### config.mk
export PLATFORM = sky130hd
export DESIGN_NAME = player_motion_ctrl
export DESIGN_NICKNAME = d
export VERILOG_FILES = /design/src/rtl/motion_pkg.sv /design/src/rtl/key_to_dir.sv /design/src/rtl/player_motion_ctrl.sv
export SDC_FILE = /design/constraint.sdc
export NUM_CORES = 1
export LEC_CHECK = 0
export BUFFER_PORTS_ARGS = -buffer_cell sky130_fd_sc_hd__buf_2
export CAP_MARGIN = 20
export CORE_MARGIN = 1
export CORE_UTILIZATION = 30
export CTS_CLUSTER_SIZE = 25
export DETAILED_ROUTE_END_ITERATION = 8
export GPL_TIMING_DRIVEN = 0
export SLEW_MARGIN = 15
export SYNTH_ARGS = -nofsm -noshare
export SYNTH_HDL_FRONTEND = slang
export SYNTH_SLANG_ARGS = --single-unit
### constraint.sdc
create_clock -name Clk -period 2.9 [get_ports Clk]
set_input_delay 0.58 -clock Clk [delete_from_list [all_inputs] [get_ports Clk]]
set_output_delay 0.58 -clock Clk [all_outputs]
set_load 0.05 [all_outputs]
### src/rtl/motion_pkg.sv
// Shared types and constants for the player motion controller.
package motion_pkg;

  localparam int unsigned POS_W = 10;

  typedef enum logic [1:0] {
    DIR_UP    = 2'd0,
    DIR_RIGHT = 2'd1,
    DIR_DOWN  = 2'd2,
    DIR_LEFT  = 2'd3
  } dir_e;

  typedef enum logic [1:0] {
    ST_IDLE = 2'd0,
    ST_TURN = 2'd1,
    ST_WALK = 2'd2
  } state_e;

  localparam logic [7:0] KEY_W = 8'h1A;
  localparam logic [7:0] KEY_D = 8'h07;
  localparam logic [7:0] KEY_S = 8'h16;
  localparam logic [7:0] KEY_A = 8'h04;

endpackage

### src/rtl/key_to_dir.sv
// Combinational decode of a USB HID keycode into a walk direction.
module key_to_dir
  import motion_pkg::*;
(
  input  logic [7:0] keycode,
  output logic       valid,
  output dir_e       dir
);

  // Map W/D/S/A onto up/right/down/left; anything else is "no key".
  always_comb begin
    valid = 1'b1;
    dir   = DIR_UP;
    unique case (keycode)
      KEY_W:   dir = DIR_UP;
      KEY_D:   dir = DIR_RIGHT;
      KEY_S:   dir = DIR_DOWN;
      KEY_A:   dir = DIR_LEFT;
      default: valid = 1'b0;
    endcase
  end

endmodule

### src/rtl/player_motion_ctrl.sv
// Tile-stepped player movement: turn in place, then walk one tile per
// TILE_PX frame ticks. Optional feature macro: MOTION_BOUNDS_EN keeps
// walks inside [0,MAP_MAX_X]x[0,MAP_MAX_Y]; otherwise positions wrap.
module player_motion_ctrl
  import motion_pkg::*;
#(
  parameter int unsigned  TILE_PX     = 16,
  parameter int unsigned  TURN_FRAMES = 4,
  parameter logic [9:0]   MAP_MAX_X   = 10'd624,
  parameter logic [9:0]   MAP_MAX_Y   = 10'd464
) (
  input  logic             Clk,
  input  logic             Reset,
  input  logic             frame_start,
  input  logic [7:0]       keycode,
  output logic             Character_Moving,
  output logic [1:0]       Direction,
  output logic [POS_W-1:0] MapX,
  output logic [POS_W-1:0] MapY,
  output logic             Anim_Tick
);

  localparam int unsigned STEP_W = $clog2(TILE_PX);
  localparam int unsigned TURN_W = $clog2(TURN_FRAMES + 1);
  localparam logic [STEP_W-1:0] STEP_LAST = STEP_W'(TILE_PX - 1);
  localparam logic [STEP_W-1:0] STEP_HALF = STEP_W'(TILE_PX / 2 - 1);
  localparam logic [TURN_W-1:0] TURN_LAST = TURN_W'(TURN_FRAMES - 1);

  state_e            state_q, state_nxt;
  dir_e              dir_q, dir_nxt;
  logic [STEP_W-1:0] step_cnt, step_nxt;
  logic [TURN_W-1:0] turn_cnt, turn_nxt;
  logic [POS_W-1:0]  x_nxt, y_nxt, x_mv, y_mv;
  logic              moving_nxt, anim_nxt;
  logic              key_valid;
  dir_e              key_dir;
  logic              in_bounds;
  logic              same_key, new_key;

  key_to_dir u_key_to_dir (
    .keycode (keycode),
    .valid   (key_valid),
    .dir     (key_dir)
  );

  assign Direction = dir_q;
  assign same_key  = key_valid && (key_dir == dir_q);
  assign new_key   = key_valid && (key_dir != dir_q);

  // Position after a one-pixel step in the current facing.
  always_comb begin
    x_mv = MapX;
    y_mv = MapY;
    unique case (dir_q)
      DIR_UP:    y_mv = MapY - POS_W'(1);
      DIR_RIGHT: x_mv = MapX + POS_W'(1);
      DIR_DOWN:  y_mv = MapY + POS_W'(1);
      DIR_LEFT:  x_mv = MapX - POS_W'(1);
      default:   x_mv = MapX;
    endcase
  end

`ifdef MOTION_BOUNDS_EN
  logic [POS_W-1:0] base_x, base_y;

  // The next tile is measured from where this tick leaves the player.
  always_comb begin
    base_x    = (state_q == ST_WALK) ? x_mv : MapX;
    base_y    = (state_q == ST_WALK) ? y_mv : MapY;
    in_bounds = 1'b1;
    unique case (dir_q)
      DIR_UP:    in_bounds = ({1'b0, base_y} >= 11'(TILE_PX));
      DIR_RIGHT: in_bounds = (({1'b0, base_x} + 11'(TILE_PX)) <= {1'b0, MAP_MAX_X});
      DIR_DOWN:  in_bounds = (({1'b0, base_y} + 11'(TILE_PX)) <= {1'b0, MAP_MAX_Y});
      DIR_LEFT:  in_bounds = ({1'b0, base_x} >= 11'(TILE_PX));
      default:   in_bounds = 1'b1;
    endcase
  end
`else
  logic unused_bounds;
  assign unused_bounds = ^{MAP_MAX_X, MAP_MAX_Y};
  assign in_bounds     = 1'b1;
`endif

  // State and output register; reset wins over a coincident frame tick.
  always_ff @(posedge Clk) begin
    if (Reset) begin
      state_q          <= ST_IDLE;
      dir_q            <= DIR_UP;
      step_cnt         <= '0;
      turn_cnt         <= '0;
      MapX             <= '0;
      MapY             <= '0;
      Character_Moving <= 1'b0;
      Anim_Tick        <= 1'b0;
    end else begin
      state_q          <= state_nxt;
      dir_q            <= dir_nxt;
      step_cnt         <= step_nxt;
      turn_cnt         <= turn_nxt;
      MapX             <= x_nxt;
      MapY             <= y_nxt;
      Character_Moving <= moving_nxt;
      Anim_Tick        <= anim_nxt;
    end
  end

  // Next-state and next-output logic; only frame ticks advance anything.
  always_comb begin
    state_nxt = state_q;
    dir_nxt   = dir_q;
    step_nxt  = step_cnt;
    turn_nxt  = turn_cnt;
    x_nxt     = MapX;
    y_nxt     = MapY;
    anim_nxt  = 1'b0;
    if (frame_start) begin
      unique case (state_q)
        ST_IDLE: begin
          if (same_key) begin
            if (in_bounds) state_nxt = ST_WALK;
            step_nxt = '0;
          end else if (new_key) begin
            dir_nxt   = key_dir;
            state_nxt = ST_TURN;
            turn_nxt  = '0;
          end
        end
        ST_TURN: begin
          if (turn_cnt == TURN_LAST) begin
            turn_nxt  = '0;
            step_nxt  = '0;
            state_nxt = (same_key && in_bounds) ? ST_WALK : ST_IDLE;
          end else if (new_key) begin
            dir_nxt  = key_dir;
            turn_nxt = '0;
          end else begin
            turn_nxt = turn_cnt + TURN_W'(1);
          end
        end
        ST_WALK: begin
          x_nxt    = x_mv;
          y_nxt    = y_mv;
          step_nxt = step_cnt + STEP_W'(1);
          anim_nxt = (step_cnt == STEP_HALF) || (step_cnt == STEP_LAST);
          if (step_cnt == STEP_LAST) begin
            step_nxt = '0;
            if (same_key && in_bounds) begin
              state_nxt = ST_WALK;
            end else if (new_key) begin
              dir_nxt   = key_dir;
              state_nxt = ST_TURN;
              turn_nxt  = '0;
            end else begin
              state_nxt = ST_IDLE;
            end
          end
        end
        default: state_nxt = ST_IDLE;
      endcase
    end
    moving_nxt = (state_nxt == ST_WALK);
  end

endmodule

==> reports/qor.yml <==
status: "finished clean"
gp_congestion: 0.792
post-cts-setup-buffers: 0
cp-start-kind: "flop"
grt_max_degree: 11
nets: 354
path_max_fanout: 10
routed-via-count: 2132
final_cell_area_um2: 2690
worst_pin_slew_ps: 568
yosysWarningCount: 0
yosysTopAreaCell: "dfxtp_1"
syn_inst: 281
portBuffers: 34
syn-cell-area_um2: 2320
final-hold-violation-count: 0
clock_sinks: 33
dr.pass1.iters: 4
skew_ps: 4.74
avgViaCountPerCell: 5.08
power_density_nw_per_um2: 322
slew_viol_final: 0
fmax_mhz: 377
core-area_um2: 7370
hold_class: "reg2reg"
dp_hpwl_um: 4050
ctsHtreeMaxLevel: 2
fin_crit_ps: 2650
setup_viol: 0
ys_seq_elements: 33
worstSetupPathType: "reg2reg"
ant_nets: 0
rows: 31
drt-wirelength-per-cell_um: 12.8
io_pins: 35
synth_top_area_frac: 0.285
maxSlewHeadroom: 0.621
die_h_um: 89.9
synth_ff_type: "dfxtp_1"
leakage_uw: 0.00117
drive_above_1_share: 0.184
synthArstFlopShare: 0
clkSlewWorstSetupHoldPaths_ps: 70
gr-total-overflow: 0
synth_edf_count: 0
timing.hold.ws_ps: 472
grt_pass1_vias: 2017
die_area_um2: 8080
ir_drop_v: 0.000133
diodes: 0
cp-end-kind: "flop"
rsz0062_at_grt: "false"
wirelength_um: 5360
synth_area_per_cell_um2: 8.25
cts_tree: "yes"
numCtsBuffers: 5
synth_nets: 313
root_buffer: "clkbuf_8"
synth_seq_area_share: 0.285
ys_top_cells_by_area: "dfxtp_1 (28%), ha_1 (10%), a21oi_1 (4.7%), nand2_1 (3.9%), nor2_1 (3.7%)"
die-width_um: 89.9
cp.required_ps: 3080
grt_pass1_wl_um: 9180
fin_crit_sh: 0.915
drc: 0
maxCapViolations: 0
grt_use_total: 0.140
fin_setup_tns_ps: 0
antenna_found_initial: 0
clkLatencyLatePin_ps: 290
drtIter0Drc: 80
power_uw: 866
ys_types: 52
cts_buffer_depth: 2
initial_utilization: 0.315
placed_area_um2: 2610
area_growth_syn_to_layout_pct: 16.1
cp.arrival_ps: 2830
-- final cells by class --
class                   instances  area, um^2
clock inverters                 1        5.00
repair buffers                 34         170
well taps                      99         124
inverters                      14        52.6
fillers                       777        4680
flip-flops and latches         33         661
clock buffers                   5        68.8
multi-input cells             224        1570
plain buffers                  10        38.8
-- layer usage --
layer | GRT usage | routed length (um) | vias up
met2 | 0.228 | 2350 | 35
met1 | 0.182 | 2780 | 985
met5 | 0 | 0 | -
li1 | - | - | 1108
met3 | 0.0372 | 175 | 4
met4 | 0.0403 | 53 | 0
-- sequential cells by signal, summed over array words and instances, names as in the netlist --
signal,cells
turn_cnt,3
Anim_Tick,1
Character_Moving,1
MapY,10
MapX,10
Direction,2
state_q,2
step_cnt,4
-- stage by stage --
stage / utilization / instances / worst slack (ps)
3_3_place_gp: 0.354 / 414 / -84.8
2_1_floorplan: - / 281 / 84.5
6_report: 0.365 / 420 / 248
4_1_cts: 0.365 / 420 / 99.8
3_5_place_dp: 0.354 / 414 / -105
5_1_grt: 0.365 / 420 / 23.9
-- synthesized netlist by cell type, types with 3 or more instances --
cell       n
inv_1     14
nor2b_1   11
a211oi_1   5
nand2b_1   9
a21oi_1   22
nor2_1    23
a31oi_1    5
o21ai_0   13
a21o_1     6
dfxtp_1   33
nand3_1    4
nor3_1    12
xnor2_1    7
nor3b_1    3
nand2_1   24
o211ai_1   5
mux2_2     3
ha_1      19
a221o_1    3
nand3b_1   6
mux2i_1    5
or4_1      3
clkbuf_1  10
-- critical path, stage by stage (launching register included) --
cell	delay [ps]
dfxtp_1	440
clkbuf_2	260
nand2_2	200
ha_1	330
a211oi_1	330
o21ai_1	170
nand4_1	160
mux2i_1	90
a31oi_1	210
mux2_2	350
-- worst paths after layout --
path | start | end | slack, ps | cells past startpoint
max reg2reg | Direction[1] | MapY[9] | 250 | 9
min reg2reg | MapX[5] | MapX[5] | 470 | 2
max | Direction[1] | MapY[9] | 250 | 9
min | MapX[5] | MapX[5] | 470 | 2
-- power breakdown --
group	leakage (uW)	switching [uW]	internal, uW
clock	0.0000399	173	158
combinational	0.000864	48.5	28.4
sequential	0.000266	2.34	455
total	0.00117	224	642
-- cells in the final DEF, fill, tap and decap left out, types with 2 or more instances in the layout --
| master | count |
|---|---|
| a211oi_1 | 5 |
| a21o_1 | 6 |
| a21oi_1 | 22 |
| a221o_1 | 3 |
| a311oi_2 | 2 |
| a31oi_1 | 5 |
| a41oi_1 | 2 |
| buf_2 | 34 |
| clkbuf_1 | 9 |
| clkbuf_8 | 5 |
| dfxtp_1 | 33 |
| fa_1 | 2 |
| ha_1 | 19 |
| inv_1 | 13 |
| mux2_2 | 3 |
| mux2i_1 | 5 |
| nand2_1 | 23 |
| nand2b_1 | 9 |
| nand3_1 | 4 |
| nand3b_1 | 6 |
| nand4_1 | 2 |
| nor2_1 | 23 |
| nor2b_1 | 11 |
| nor3_1 | 12 |
| nor3b_1 | 3 |
| o211ai_1 | 5 |
| o21ai_0 | 11 |
| o21ai_1 | 2 |
| o31ai_1 | 2 |
| o31ai_2 | 2 |
| or4_1 | 3 |
| xnor2_1 | 7 |
| xor2_1 | 2 |
-- cells by family after synthesis --
family | after synthesis | synth area share
multiplexers | 9 | 0.0426
AO/OA/AOI/OAI | 76 | 0.228
AND/OR/NAND/NOR | 109 | 0.251
flip-flops | 33 | 0.285
XOR/XNOR | 9 | 0.0340
adder cells (fa/ha/maj) | 21 | 0.120
buffers and inverters | 24 | 0.0389
-- repair_timing --
item                       CTS  global route
hold buffers                 0             0
gates resized for setup      2             4
setup endpoints to repair    3             4
gates cloned                 0             0
(Power assumes the default switching activity.)
